[config.mk]
export PLATFORM = sky130hd
export DESIGN_NAME = emg_adc_sequencer
export DESIGN_NICKNAME = d
export VERILOG_FILES = /design/src/rtl/emg_seq_pkg.sv /design/src/rtl/emg_ch_picker.sv /design/src/rtl/emg_adc_sequencer.sv
export SDC_FILE = /design/constraint.sdc
export NUM_CORES = 1
export LEC_CHECK = 0
export CAP_MARGIN = 15
export CELL_PAD_IN_SITES_DETAIL_PLACEMENT = 1
export CELL_PAD_IN_SITES_GLOBAL_PLACEMENT = 1
export CORE_MARGIN = 1
export CORE_UTILIZATION = 50
export CTS_CLUSTER_SIZE = 12
export DETAILED_ROUTE_END_ITERATION = 7
export DONT_BUFFER_PORTS = 1
export MAX_ROUTING_LAYER = met4
export PLACE_DENSITY = 0.89
export SYNTH_ARGS = -nofsm -noshare
export SYNTH_HDL_FRONTEND = slang
export SYNTH_SLANG_ARGS = --single-unit
[constraint.sdc]
create_clock -name CLK -period 5.35 [get_ports CLK]
set_input_delay 1.07 -clock CLK [delete_from_list [all_inputs] [get_ports CLK]]
set_output_delay 1.07 -clock CLK [all_outputs]
set_load 0.01 [all_outputs]
[src/rtl/emg_seq_pkg.sv]
// Shared types and constants for the EMG ADC acquisition sequencer.
package emg_seq_pkg;

    typedef enum logic [1:0] {
        S_IDLE    = 2'd0,
        S_SETTLE  = 2'd1,
        S_CONVERT = 2'd2,
        S_NEXT    = 2'd3
    } state_e;

    localparam logic MODE_CONT   = 1'b0;
    localparam logic MODE_SINGLE = 1'b1;

    // Extra cycles past the nominal conversion before an EOC is declared missing.
    localparam int TIMEOUT_MARGIN = 2;

endpackage

[src/rtl/emg_ch_picker.sv]
// Priority encoder: lowest enabled channel (first=1) or lowest enabled channel above cur.
module emg_ch_picker #(
    parameter int NUM_CH = 16,
    parameter int CH_W   = 4
) (
    input  logic [NUM_CH-1:0] mask,
    input  logic [CH_W-1:0]   cur,
    input  logic              first,
    output logic [CH_W-1:0]   nxt,
    output logic              found
);

    always_comb begin
        nxt   = '0;
        found = 1'b0;
        // Walk downwards so the lowest qualifying index is the one left standing.
        for (int i = NUM_CH - 1; i >= 0; i--) begin
            if (mask[i] && (first || (i > int'(cur)))) begin
                nxt   = CH_W'(i);
                found = 1'b1;
            end
        end
    end

endmodule

[src/rtl/emg_adc_sequencer.sv]
// EMG ADC front-end sequencer: frame/trigger scheduled channel scans with
// settle, conversion handshake on EOC, timeout and overrun reporting.
module emg_adc_sequencer
    import emg_seq_pkg::*;
#(
    parameter int NUM_CH        = 16,
    parameter int CH_W          = 4,
    parameter int GAIN_W        = 3,
    parameter int CONV_CYCLES   = 13,
    parameter int SETTLE_CYCLES = 2,
    parameter int FRAME_W       = 16
) (
    input  logic                     CLK,
    input  logic                     RESET,
    input  logic                     ENABLE,
    input  logic                     MODE,
    input  logic                     SCAN_TRIG,
    input  logic [FRAME_W-1:0]       FRAME_PERIOD,
    input  logic [NUM_CH-1:0]        CH_MASK,
    input  logic [NUM_CH*GAIN_W-1:0] GAIN_TABLE,
    input  logic                     ADC_EOC,
    output logic                     EN_ADC,
    output logic                     START,
    output logic [CH_W-1:0]          CH_SEL,
    output logic [GAIN_W-1:0]        GAIN,
    output logic                     BUSY,
    output logic                     SAMPLE_VALID,
    output logic [CH_W-1:0]          SAMPLE_CH,
    output logic                     FRAME_DONE,
    output logic                     OVERRUN,
    output logic                     TIMEOUT
);

    localparam int ST_W = (SETTLE_CYCLES > 1) ? $clog2(SETTLE_CYCLES) : 1;
    localparam int TO_W = $clog2(CONV_CYCLES + TIMEOUT_MARGIN);
    localparam logic [ST_W-1:0] SETTLE_LAST = ST_W'(SETTLE_CYCLES - 1);
    localparam logic [TO_W-1:0] TO_LAST     = TO_W'(CONV_CYCLES + TIMEOUT_MARGIN - 1);

    state_e              state_q, state_d;
    logic [FRAME_W-1:0]  frame_cnt_q, frame_cnt_d;
    logic [NUM_CH-1:0]   mask_q, mask_d;
    logic [ST_W-1:0]     settle_cnt_q, settle_cnt_d;
    logic [TO_W-1:0]     to_cnt_q, to_cnt_d;
    logic                busy_q, busy_d;
    logic                start_q, start_d;
    logic [CH_W-1:0]     ch_sel_q, ch_sel_d;
    logic [GAIN_W-1:0]   gain_q, gain_d;
    logic                sample_valid_q, sample_valid_d;
    logic [CH_W-1:0]     sample_ch_q, sample_ch_d;
    logic                frame_done_q, frame_done_d;
    logic                overrun_q, overrun_d;
    logic                timeout_q, timeout_d;

    logic                tick;
    logic                scan_req;
    logic                pick_first;
    logic [NUM_CH-1:0]   pick_mask;
    logic [CH_W-1:0]     pick_ch;
    logic                pick_found;

    // Frame timer: free-running 0..FRAME_PERIOD only while enabled in continuous mode.
    always_comb begin
        tick        = 1'b0;
        frame_cnt_d = '0;
        if (ENABLE && (MODE == MODE_CONT)) begin
            if (frame_cnt_q == FRAME_PERIOD) begin
                tick = 1'b1;
            end else begin
                frame_cnt_d = frame_cnt_q + FRAME_W'(1);
            end
        end
    end

    assign scan_req = tick || ((MODE == MODE_SINGLE) && SCAN_TRIG);

    // In IDLE the scan has not latched its mask yet, so look at the live input.
    assign pick_first = (state_q == S_IDLE);
    assign pick_mask  = pick_first ? CH_MASK : mask_q;

    emg_ch_picker #(
        .NUM_CH (NUM_CH),
        .CH_W   (CH_W)
    ) u_picker (
        .mask  (pick_mask),
        .cur   (ch_sel_q),
        .first (pick_first),
        .nxt   (pick_ch),
        .found (pick_found)
    );

    always_comb begin
        state_d        = state_q;
        mask_d         = mask_q;
        settle_cnt_d   = settle_cnt_q;
        to_cnt_d       = to_cnt_q;
        start_d        = 1'b0;
        ch_sel_d       = ch_sel_q;
        gain_d         = gain_q;
        sample_valid_d = 1'b0;
        sample_ch_d    = sample_ch_q;
        frame_done_d   = 1'b0;
        timeout_d      = 1'b0;
        overrun_d      = tick && (state_q != S_IDLE);

        if (!ENABLE) begin
            state_d = S_IDLE;
        end else begin
            case (state_q)
                S_IDLE: begin
                    if (scan_req) begin
                        mask_d = CH_MASK;
                        if (pick_found) begin
                            state_d      = S_SETTLE;
                            ch_sel_d     = pick_ch;
                            gain_d       = GAIN_TABLE[int'(pick_ch)*GAIN_W +: GAIN_W];
                            settle_cnt_d = '0;
                        end else begin
                            frame_done_d = 1'b1;
                        end
                    end
                end
                S_SETTLE: begin
                    if (settle_cnt_q == SETTLE_LAST) begin
                        state_d  = S_CONVERT;
                        start_d  = 1'b1;
                        to_cnt_d = '0;
                    end else begin
                        settle_cnt_d = settle_cnt_q + ST_W'(1);
                    end
                end
                S_CONVERT: begin
                    to_cnt_d = to_cnt_q + TO_W'(1);
                    // EOC on the START cycle belongs to nothing we issued; an EOC on
                    // the last allowed cycle still beats the timeout.
                    if (ADC_EOC && (to_cnt_q != '0)) begin
                        state_d        = S_NEXT;
                        sample_valid_d = 1'b1;
                        sample_ch_d    = ch_sel_q;
                    end else if (to_cnt_q == TO_LAST) begin
                        state_d   = S_NEXT;
                        timeout_d = 1'b1;
                    end
                end
                S_NEXT: begin
                    if (pick_found) begin
                        state_d      = S_SETTLE;
                        ch_sel_d     = pick_ch;
                        gain_d       = GAIN_TABLE[int'(pick_ch)*GAIN_W +: GAIN_W];
                        settle_cnt_d = '0;
                    end else begin
                        state_d      = S_IDLE;
                        frame_done_d = 1'b1;
                    end
                end
                default: state_d = S_IDLE;
            endcase
        end

        busy_d = (state_d != S_IDLE);
    end

    always_ff @(posedge CLK or posedge RESET) begin
        if (RESET) begin
            state_q        <= S_IDLE;
            frame_cnt_q    <= '0;
            mask_q         <= '0;
            settle_cnt_q   <= '0;
            to_cnt_q       <= '0;
            busy_q         <= 1'b0;
            start_q        <= 1'b0;
            ch_sel_q       <= '0;
            gain_q         <= '0;
            sample_valid_q <= 1'b0;
            sample_ch_q    <= '0;
            frame_done_q   <= 1'b0;
            overrun_q      <= 1'b0;
            timeout_q      <= 1'b0;
        end else begin
            state_q        <= state_d;
            frame_cnt_q    <= frame_cnt_d;
            mask_q         <= mask_d;
            settle_cnt_q   <= settle_cnt_d;
            to_cnt_q       <= to_cnt_d;
            busy_q         <= busy_d;
            start_q        <= start_d;
            ch_sel_q       <= ch_sel_d;
            gain_q         <= gain_d;
            sample_valid_q <= sample_valid_d;
            sample_ch_q    <= sample_ch_d;
            frame_done_q   <= frame_done_d;
            overrun_q      <= overrun_d;
            timeout_q      <= timeout_d;
        end
    end

    assign BUSY         = busy_q;
    assign EN_ADC       = busy_q;
    assign START        = start_q;
    assign CH_SEL       = ch_sel_q;
    assign GAIN         = gain_q;
    assign SAMPLE_VALID = sample_valid_q;
    assign SAMPLE_CH    = sample_ch_q;
    assign FRAME_DONE   = frame_done_q;
    assign OVERRUN      = overrun_q;
    assign TIMEOUT      = timeout_q;

endmodule

==> results of run 1 <==
-- cell families (layout without fill, tap and decap cells) --
family / after synthesis / after routing / share of synthesized area, %
compound gates: 116 / 116 / 21.9
xor+xnor: 30 / 30 / 6.95
fa+ha+maj: 9 / 9 / 2.98
buf+inv: 32 / 18 / 3.87
flops: 55 / 55 / 36.4
mux: 23 / 23 / 6.72
simple gates: 150 / 150 / 21.2
-- sequential cells by signal (all words and copies together), names as in the netlist --
register,flops
OVERRUN,1
mask_q,15
settle_cnt_q,1
START,1
SAMPLE_VALID,1
frame_cnt_q,16
BUSY,1
FRAME_DONE,1
TIMEOUT,1
state_q,2
to_cnt_q,4
SAMPLE_CH,4
CH_SEL,4
GAIN,3
-- power by group through the flow --
stage / Clock (W) / Combinational, W / Sequential (W)
finish: 0.000230 / 0.00118 / 0.000687
global route: 0.000251 / 0.00131 / 0.000707
CTS: 0.000238 / 0.00117 / 0.000690
detailed placement: 0 / 0.00117 / 0.000700
global placement: 0 / 0.00111 / 0.000690
floorplan: 0 / 0.00101 / 0.000618
-- cells in the final DEF, fill, tap and decap left out, types with 5 or more instances in the layout --
cell type / netlist / routed
o21ai_1: 8 / 8
inv_1: 7 / 6
a21oi_1: 9 / 9
clkbuf_8: 0 / 5
and2_1: 5 / 5
xor2_1: 22 / 22
a22oi_1: 11 / 11
nor3_1: 6 / 6
nand2_1: 23 / 23
o21ai_0: 28 / 28
a22o_1: 5 / 5
nand3_1: 45 / 45
nor2_1: 24 / 24
a31oi_1: 14 / 14
dfrtp_1: 55 / 55
mux2_2: 19 / 19
nor4_1: 5 / 5
nand2b_1: 5 / 5
nor2b_1: 5 / 5
nand4_1: 7 / 7
ha_1: 9 / 9
xnor2_1: 8 / 8
-- cell type report --
type                    instances  area (µm²)
clock buffers                   5        68.8
clock inverters                 3        20.0
fillers                       878        3400
inverters                       7        26.3
multi-input cells             328        2260
flip-flops and latches         55        1380
well taps                      99         124
repair buffers                  3        22.5
-- critical path: cells and delay by family, from the launching register on --
family | cells | cell delay, ps
adder cells (fa/ha/maj) | 1 | 840
buffers and inverters | 2 | 520
AO/OA/AOI/OAI | 5 | 1510
AND/OR/NAND/NOR | 3 | 710
flip-flops | 1 | 460
-- per-layer routing --
layer / up-vias / GRT usage, % / share of wire [%] / wire length [µm]
met4: 0 / 7.79 / 1.5 / 148
met3: 14 / 3.97 / 4.8 / 475
met1: 1611 / 33.4 / 43 / 4280
li1: 1518 / - / - / -
met2: 90 / 47.0 / 51 / 5080
met5: - / - / 0 / 0
-- path summary, 6_finish.rpt --
path,from,end,slack [ps],cells after the start
hold reg to reg,mask_q[4],mask_q[4],510,1
setup / recovery,state_q[0],GAIN[1],1210,11
hold / removal,mask_q[4],mask_q[4],510,1
setup reg to reg,state_q[0],GAIN[1],1210,11
max in group asynchronous,RESET,frame_cnt_q[5],4060,2
min in group asynchronous,RESET,SAMPLE_VALID,830,2
-- stage by stage --
step	hold WS (ps)	setup WS, ps
6_report	508	1210
5_1_grt	542	829
4_1_cts	512	1240
3_5_place_dp	489	1250
3_3_place_gp	483	1480
2_1_floorplan	471	2240
==> flow_summary.ini, run 1 <==
[run_status]
run_status = complete, no violations

[grt]
grt_max_degree = 56
grt_usage_pct = 27.3
antenna_found_initial = 0
grt_pass1_wl_um = 16200
grt_pass1_vias = 3299
grt_overflow_total = 0

[timing]
maxSlewViolCount = 0
fin_crit_ps = 4140
tightest_slew_ps = 1010
max_freq_mhz = 241
final-setup-viol-count = 0
clock_skew_ps = 11.0
finalHoldViolations = 0
relSlewSlack_pct = 32.4
fin_crit_sh_pct = 77.4
setup_tns_ps = 0
rsz0062_at_grt = no

[power]
irDropWorstVdd_uv = 291
internal_power_w = 0.00108
seq_power_share_pct = 32.7
p_total_w = 0.00210
power.leakage_nw = 1.60
p_per_area_mw_per_mm2 = 540
power.share.combinational_pct = 56.3
switchingPower_w = 0.00102
pwr-share-clk_pct = 11.0
switching_share_pct = 48.7

[clock_network]
clkSinkCount = 55
clk_pin_slew_ps = 110
clock_latency_ps = 310
postCtsSetupBuffers = 0
max-clock-path-buffers = 2
holdBufCountCts = 0
numCtsBuffers = 5
cts_root_buf = clkbuf_8
cts_resized = 0
cts_tree = yes
htreeDepth = 2

[synth]
syn_area_per_cell_um2 = 9.11
syn_nets = 510
yosysUniqueCellTypes = 64
syn_area_mm2 = 0.00378
seq_area_frac_synth_pct = 36.4
ys_seq_elements = 55
yosysMostFrequentCell = dfrtp_1
async_flop_share_pct = 100
synth_warnings = 0
synth.area.top_cells = dfrtp_1, nand3_1, mux2_2
synth_ff_type = dfrtp_1
synthTopCellsByCount = dfrtp_1, nand3_1, o21ai_0
synth_edf_count = 0
synth_area_leader_cell = dfrtp_1
synth_top_area_share_pct = 36.4
synthCells = 415

[flow_run]
cap_violations = 0

[setup_path]
critPathKind = reg -> reg
path_cells = inv_1, ha_1, buf_4, nor2_2, a22o_1, nor4b_1, a21o_1, nand3_1, a31oi_1, a22oi_1, a22oi_1
max_stage_delay_ps = 840
cp_data_required_time_ps = 5570
slowest_stage = ha_1
critPathMaxFanout = 27
critPathArrivalTime_ps = 4370
crit_path_frequent_cell = a22oi_1
cp-end-kind = flip-flop
cp-start-kind = flip-flop

[placed_design]
place.gp.congestion = 0.797
place_inst = 492
placed_cell_area_mm2 = 0.00381
place_hpwl_um = 7570
port_buffers = 0

[route]
routedWlPerCell_um = 20.0
vias = 3233
drt_first_pass_iters = 4
drc = 0
postRouteAntennaNets = 0
wirelength_um = 9990
first_iter_violations = 133
vias_per_cell = 6.47

[final_layout]
drive_gt1_share_pct = 10.5
final_area_mm2 = 0.00389
diodes = 0
final_util_pct = 53.4
area_growth_pct = 3.05
fin_nets = 495
fin_cells = 500

[floorplan]
rows = 31
core-area_mm2 = 0.00729
die_x_um = 88.9
io_pins = 104
dieArea_mm2 = 0.00791
die_y_um = 88.9
start_util_pct = 51.8

[worst_hold_path]
min_path_type = reg -> reg
(Power assumes the default switching activity.)
==> inputs of run 2 (changes only) <==
- CORE_UTILIZATION: 50 -> 43
- PLACE_DENSITY: 0.89 -> 0.82
- clock period: 5.35 -> 3.8 ns (I/O delays scaled with it)
==> flow_summary.ini, run 2 (synthesized netlist as in run 1, its figures left out) <==
[run_status]
run_status = complete, no violations

[timing]
whs_ps = 451
fin_crit_ps = 3430
final-setup-viol-count = 0
setup_tns_ps = 0
tightest_slew_ps = 785
maxSlewViolCount = 0
fin_crit_sh_pct = 90.4
relSlewSlack_pct = 47.6
clock_skew_ps = 10.8
max_freq_mhz = 291
rsz0062_at_grt = no
finalHoldViolations = 0

[flow_run]
cap_violations = 0

[power]
power.leakage_nw = 1.63
switching_share_pct = 48.5
pwr-share-clk_pct = 11.7
power.share.combinational_pct = 56.8
seq_power_share_pct = 31.5
switchingPower_w = 0.00149
p_per_area_mw_per_mm2 = 776
irDropWorstVdd_uv = 350
p_total_w = 0.00307
internal_power_w = 0.00158

[clock_network]
max-clock-path-buffers = 2
clk_pin_slew_ps = 110
cts_root_buf = clkbuf_8
holdBufCountCts = 0
htreeDepth = 2
cts_tree = yes
clkSinkCount = 55
postCtsSetupBuffers = 0
clock_latency_ps = 320
numCtsBuffers = 5

[final_layout]
fin_nets = 500
largest_reg_flops = 16
reg.largest.list = frame_cnt_q x16, mask_q x15
drive_gt1_share_pct = 12.1
diodes = 0
final_cell_mix = dfrtp_1, nand3_1, o21ai_0
top_register = frame_cnt_q
layout_commonest_cell = dfrtp_1
area_growth_pct = 4.60
final_area_mm2 = 0.00395

[route]
first_iter_violations = 68
vias = 3251
postRouteAntennaNets = 0
drt_first_pass_iters = 4
drc = 0
vias_per_cell = 6.36
wirelength_um = 10300
routedWlPerCell_um = 20.2

[floorplan]
start_util_pct = 45.3
die_y_um = 95.8
dieArea_mm2 = 0.00917
core-area_mm2 = 0.00834
die_x_um = 95.8
rows = 33
io_pins = 104

[placed_design]
place_hpwl_um = 7930
place.gp.congestion = 0.884
port_buffers = 0
placed_cell_area_mm2 = 0.00385

[setup_path]
cp_data_required_time_ps = 4010
critPathKind = reg -> reg
cp-start-kind = flip-flop
critPathMaxFanout = 21
critPathArrivalTime_ps = 3640
cp-end-kind = flip-flop

[grt]
grt_pass1_wl_um = 16900
antenna_found_initial = 0
grt_usage_pct = 24.4
grt_overflow_total = 0
grt_pass1_vias = 3493
grt_max_degree = 38

[worst_hold_path]
min_path_type = in -> async
==> run 2: stage by stage <==
stage	instances	utilization (%)	setup WS (ps)
after floorplan	415	-	843
after global placement	503	46.2	326
after detailed placement	503	46.2	205
after CTS	511	47.3	145
after global routing	511	47.4	83.3
final	511	47.4	367
==> run 2: power by group through the flow <==
stage          sequential [W]  clock (W)  combinational [W]
4_1_cts              0.000971   0.000370            0.00172
3_5_place_dp         0.000983          0            0.00172
3_3_place_gp         0.000972          0            0.00164
6_report             0.000967   0.000358            0.00174
5_1_grt               0.00100   0.000390            0.00192
2_1_floorplan        0.000870          0            0.00142
==> run 2: final cells by class <==
cell class / count / area [µm²]
fill: 986 / 4390
multi-input combinational: 328 / 2260
sequential: 55 / 1380
tap: 105 / 131
clock buffer: 5 / 68.8
timing repair buffer: 8 / 60.1
clock inverter: 3 / 27.5
inverter: 7 / 26.3
==> run 2: repair_timing <==
action,CTS,global route
gates resized for setup,0,2
setup endpoints to repair,0,4
endpoints found under the hold margin,0,0
==> run 2: final timing paths <==
kind / from / cells after the start / endpoint / slack [ps]
worst min-delay path: RESET / 1 / OVERRUN / 450
worst min register to register: mask_q[14] / 1 / mask_q[14] / 510
worst max-delay path: state_q[0] / 11 / GAIN[1] / 370
worst max register to register: state_q[0] / 11 / GAIN[1] / 370
min in group CLK: ADC_EOC / 1 / TIMEOUT / 490
max in group asynchronous: RESET / 2 / mask_q[2] / 2580
==> run 2: worst max-delay path, stage by stage (launching register included) <==
cell	delay (ps)
dfrtp_1	460
inv_1	130
ha_2	400
buf_4	310
mux2i_1	120
a31o_1	210
a211o_1	300
a211oi_1	430
o21a_1	450
a31oi_1	130
a22oi_1	260
a22oi_1	100
==> run 2: per-layer routing <==
layer / vias to the layer above / track usage (%) / part of all wire, %
met2: 110 / 43.5 / 52
li1: 1531 / - / -
met4: 0 / 4.98 / 1.0
met5: - / - / 0
met3: 17 / 4.19 / 6.5
met1: 1593 / 28.8 / 41
==> inputs of run 3 (changes only) <==
- CAP_MARGIN: 15 -> 20
- CORE_ASPECT_RATIO: not set -> 1.5
- TNS_END_PERCENT: not set -> 1
==> flow_summary.ini, run 3 (synthesized netlist as in run 1, its figures left out) <==
[run_status]
run_status = complete, no violations

[final_layout]
largest_reg_flops = 16
layout_commonest_cell = dfrtp_1
area_growth_pct = 6.12
diodes = 0
fin_nets = 499
final_area_mm2 = 0.00401
seq_area_mm2 = 0.00138
final_cell_mix = dfrtp_1, nand3_1, o21ai_0
multi_input_comb_area_mm2 = 0.00226
fillers = 989
reg.largest.list = frame_cnt_q x16, mask_q x15
drive_gt1_share_pct = 11.4
top_register = frame_cnt_q

[timing]
final-setup-viol-count = 0
clock_skew_ps = 4.89
fin_ws_ps = 335
finalHoldViolations = 0
tightest_slew_ps = 729
max_freq_mhz = 289
rsz0062_at_grt = no
setup_tns_ps = 0
maxSlewViolCount = 0
fin_crit_ps = 3470
whs_ps = 465
fin_crit_sh_pct = 91.2
relSlewSlack_pct = 51.3

[grt]
grt_max_degree = 35
gr-usage-met3_pct = 3.88
grt_usage_pct = 24.1
use_met2_pct = 43.7
grt_pass1_vias = 3446
grt_pass1_wl_um = 16800
grt_use_met1_pct = 25.5
grt_busiest_layer = met2
grt_overflow_total = 0
antenna_found_initial = 0

[route]
postRouteAntennaNets = 0
drc = 0
vias = 3235
vias_per_cell = 6.33
wirelength_um = 10200
first_iter_violations = 195
routedWlPerCell_um = 20.1
drt_first_pass_iters = 4

[power]
irDropWorstVdd_uv = 355
p_per_area_mw_per_mm2 = 802
power.leakage_nw = 1.66

[setup_path]
crit_path_frequent_cell = a22oi_1
cp.buffers_inverters = 2
critPathArrivalTime_ps = 3640
slowest_stage = dfrtp_1
critPathTopFamily = compound AO/OA/AOI/OAI gates
critPathKind = reg -> reg
crit_cells = 11
max_stage_delay_ps = 440
cp_data_required_time_ps = 3970
r2r.worst_path.cells = 11
critPathMaxFanout = 18
cp-end-kind = flip-flop
cp-start-kind = flip-flop
path_cells = inv_1, ha_2, buf_4, and3b_1, a31o_1, a211o_1, a211oi_1, o21a_1, a31oi_1, a22oi_1, a22oi_1

[flow_run]
cap_violations = 0

[floorplan]
io_pins = 104
core-area_mm2 = 0.00846
rows = 41
die_x_um = 78.6
start_util_pct = 44.7
die_y_um = 117
dieArea_mm2 = 0.00918

[clock_network]
clkSinkCount = 55
clock_latency_ps = 300
holdBufCountCts = 0
htreeDepth = 2
clk_pin_slew_ps = 70
cts_tree = yes
max-clock-path-buffers = 2
numCtsBuffers = 5
cts_root_buf = clkbuf_16

[placed_design]
placed_cell_area_mm2 = 0.00385
port_buffers = 0
place_ws_ps = 229
place.gp.congestion = 0.845
place_hpwl_um = 7740

[worst_hold_path]
min_path_type = in -> async
## run 3: changes by cell type in the layout (fill, tap and decap cells not counted)
cell        change
clkbuf_16       +5
inv_8           -1
bufinv_16       +1
buf_4           -1
clkbuf_1        +1
clkinv_4        -1
clkbuf_8        -5
clkinvlp_4      -1
## run 3: metal layers
layer / vias up / wire length (µm)
met5: - / 0
met1: 1591 / 4010
li1: 1522 / -
met3: 20 / 509
met2: 102 / 5430
met4: 0 / 302
## run 3: through the flow
step / util, % / power, W / std cells
CTS: 47.3 / 0.00320 / 511
floorplan: - / 0.00229 / 415
detailed placement: 45.4 / 0.00268 / 504
finish: 47.4 / 0.00322 / 511
global route: 47.4 / 0.00344 / 511
global placement: 45.4 / 0.00261 / 504
## run 3: what timing repair did
action | in CTS | in global routing
buffers inserted | 0 | 0
gates resized for setup | 0 | 2
setup endpoints to repair | 0 | 3
endpoints found under the hold margin | 0 | 0
## run 3: final timing paths
path                             from     endpoint  slack (ps)
min in group CLK            mask_q[4]    mask_q[4]         500
max reg2reg                state_q[0]      GAIN[0]         330
max in group asynchronous       RESET    mask_q[1]        2560
max                        state_q[0]      GAIN[0]         330
min                             RESET  to_cnt_q[0]         460
min reg2reg                 mask_q[4]    mask_q[4]         500
## run 3: final cells by class
cell class / instances / area share [%]
sequential: 55 / 34.3
tap: 107 / 3.34
inverter: 7 / 0.655
clock inverter: 1 / 0.749
multi-input combinational: 328 / 56.4
timing repair buffer: 7 / 1.31
clock buffer: 6 / 3.21
## run 3: report_power, final
part / internal [W] / switching, W
registers: 0.000748 / 0.000221
clock network: 0.000308 / 0.000208
logic: 0.000687 / 0.00104
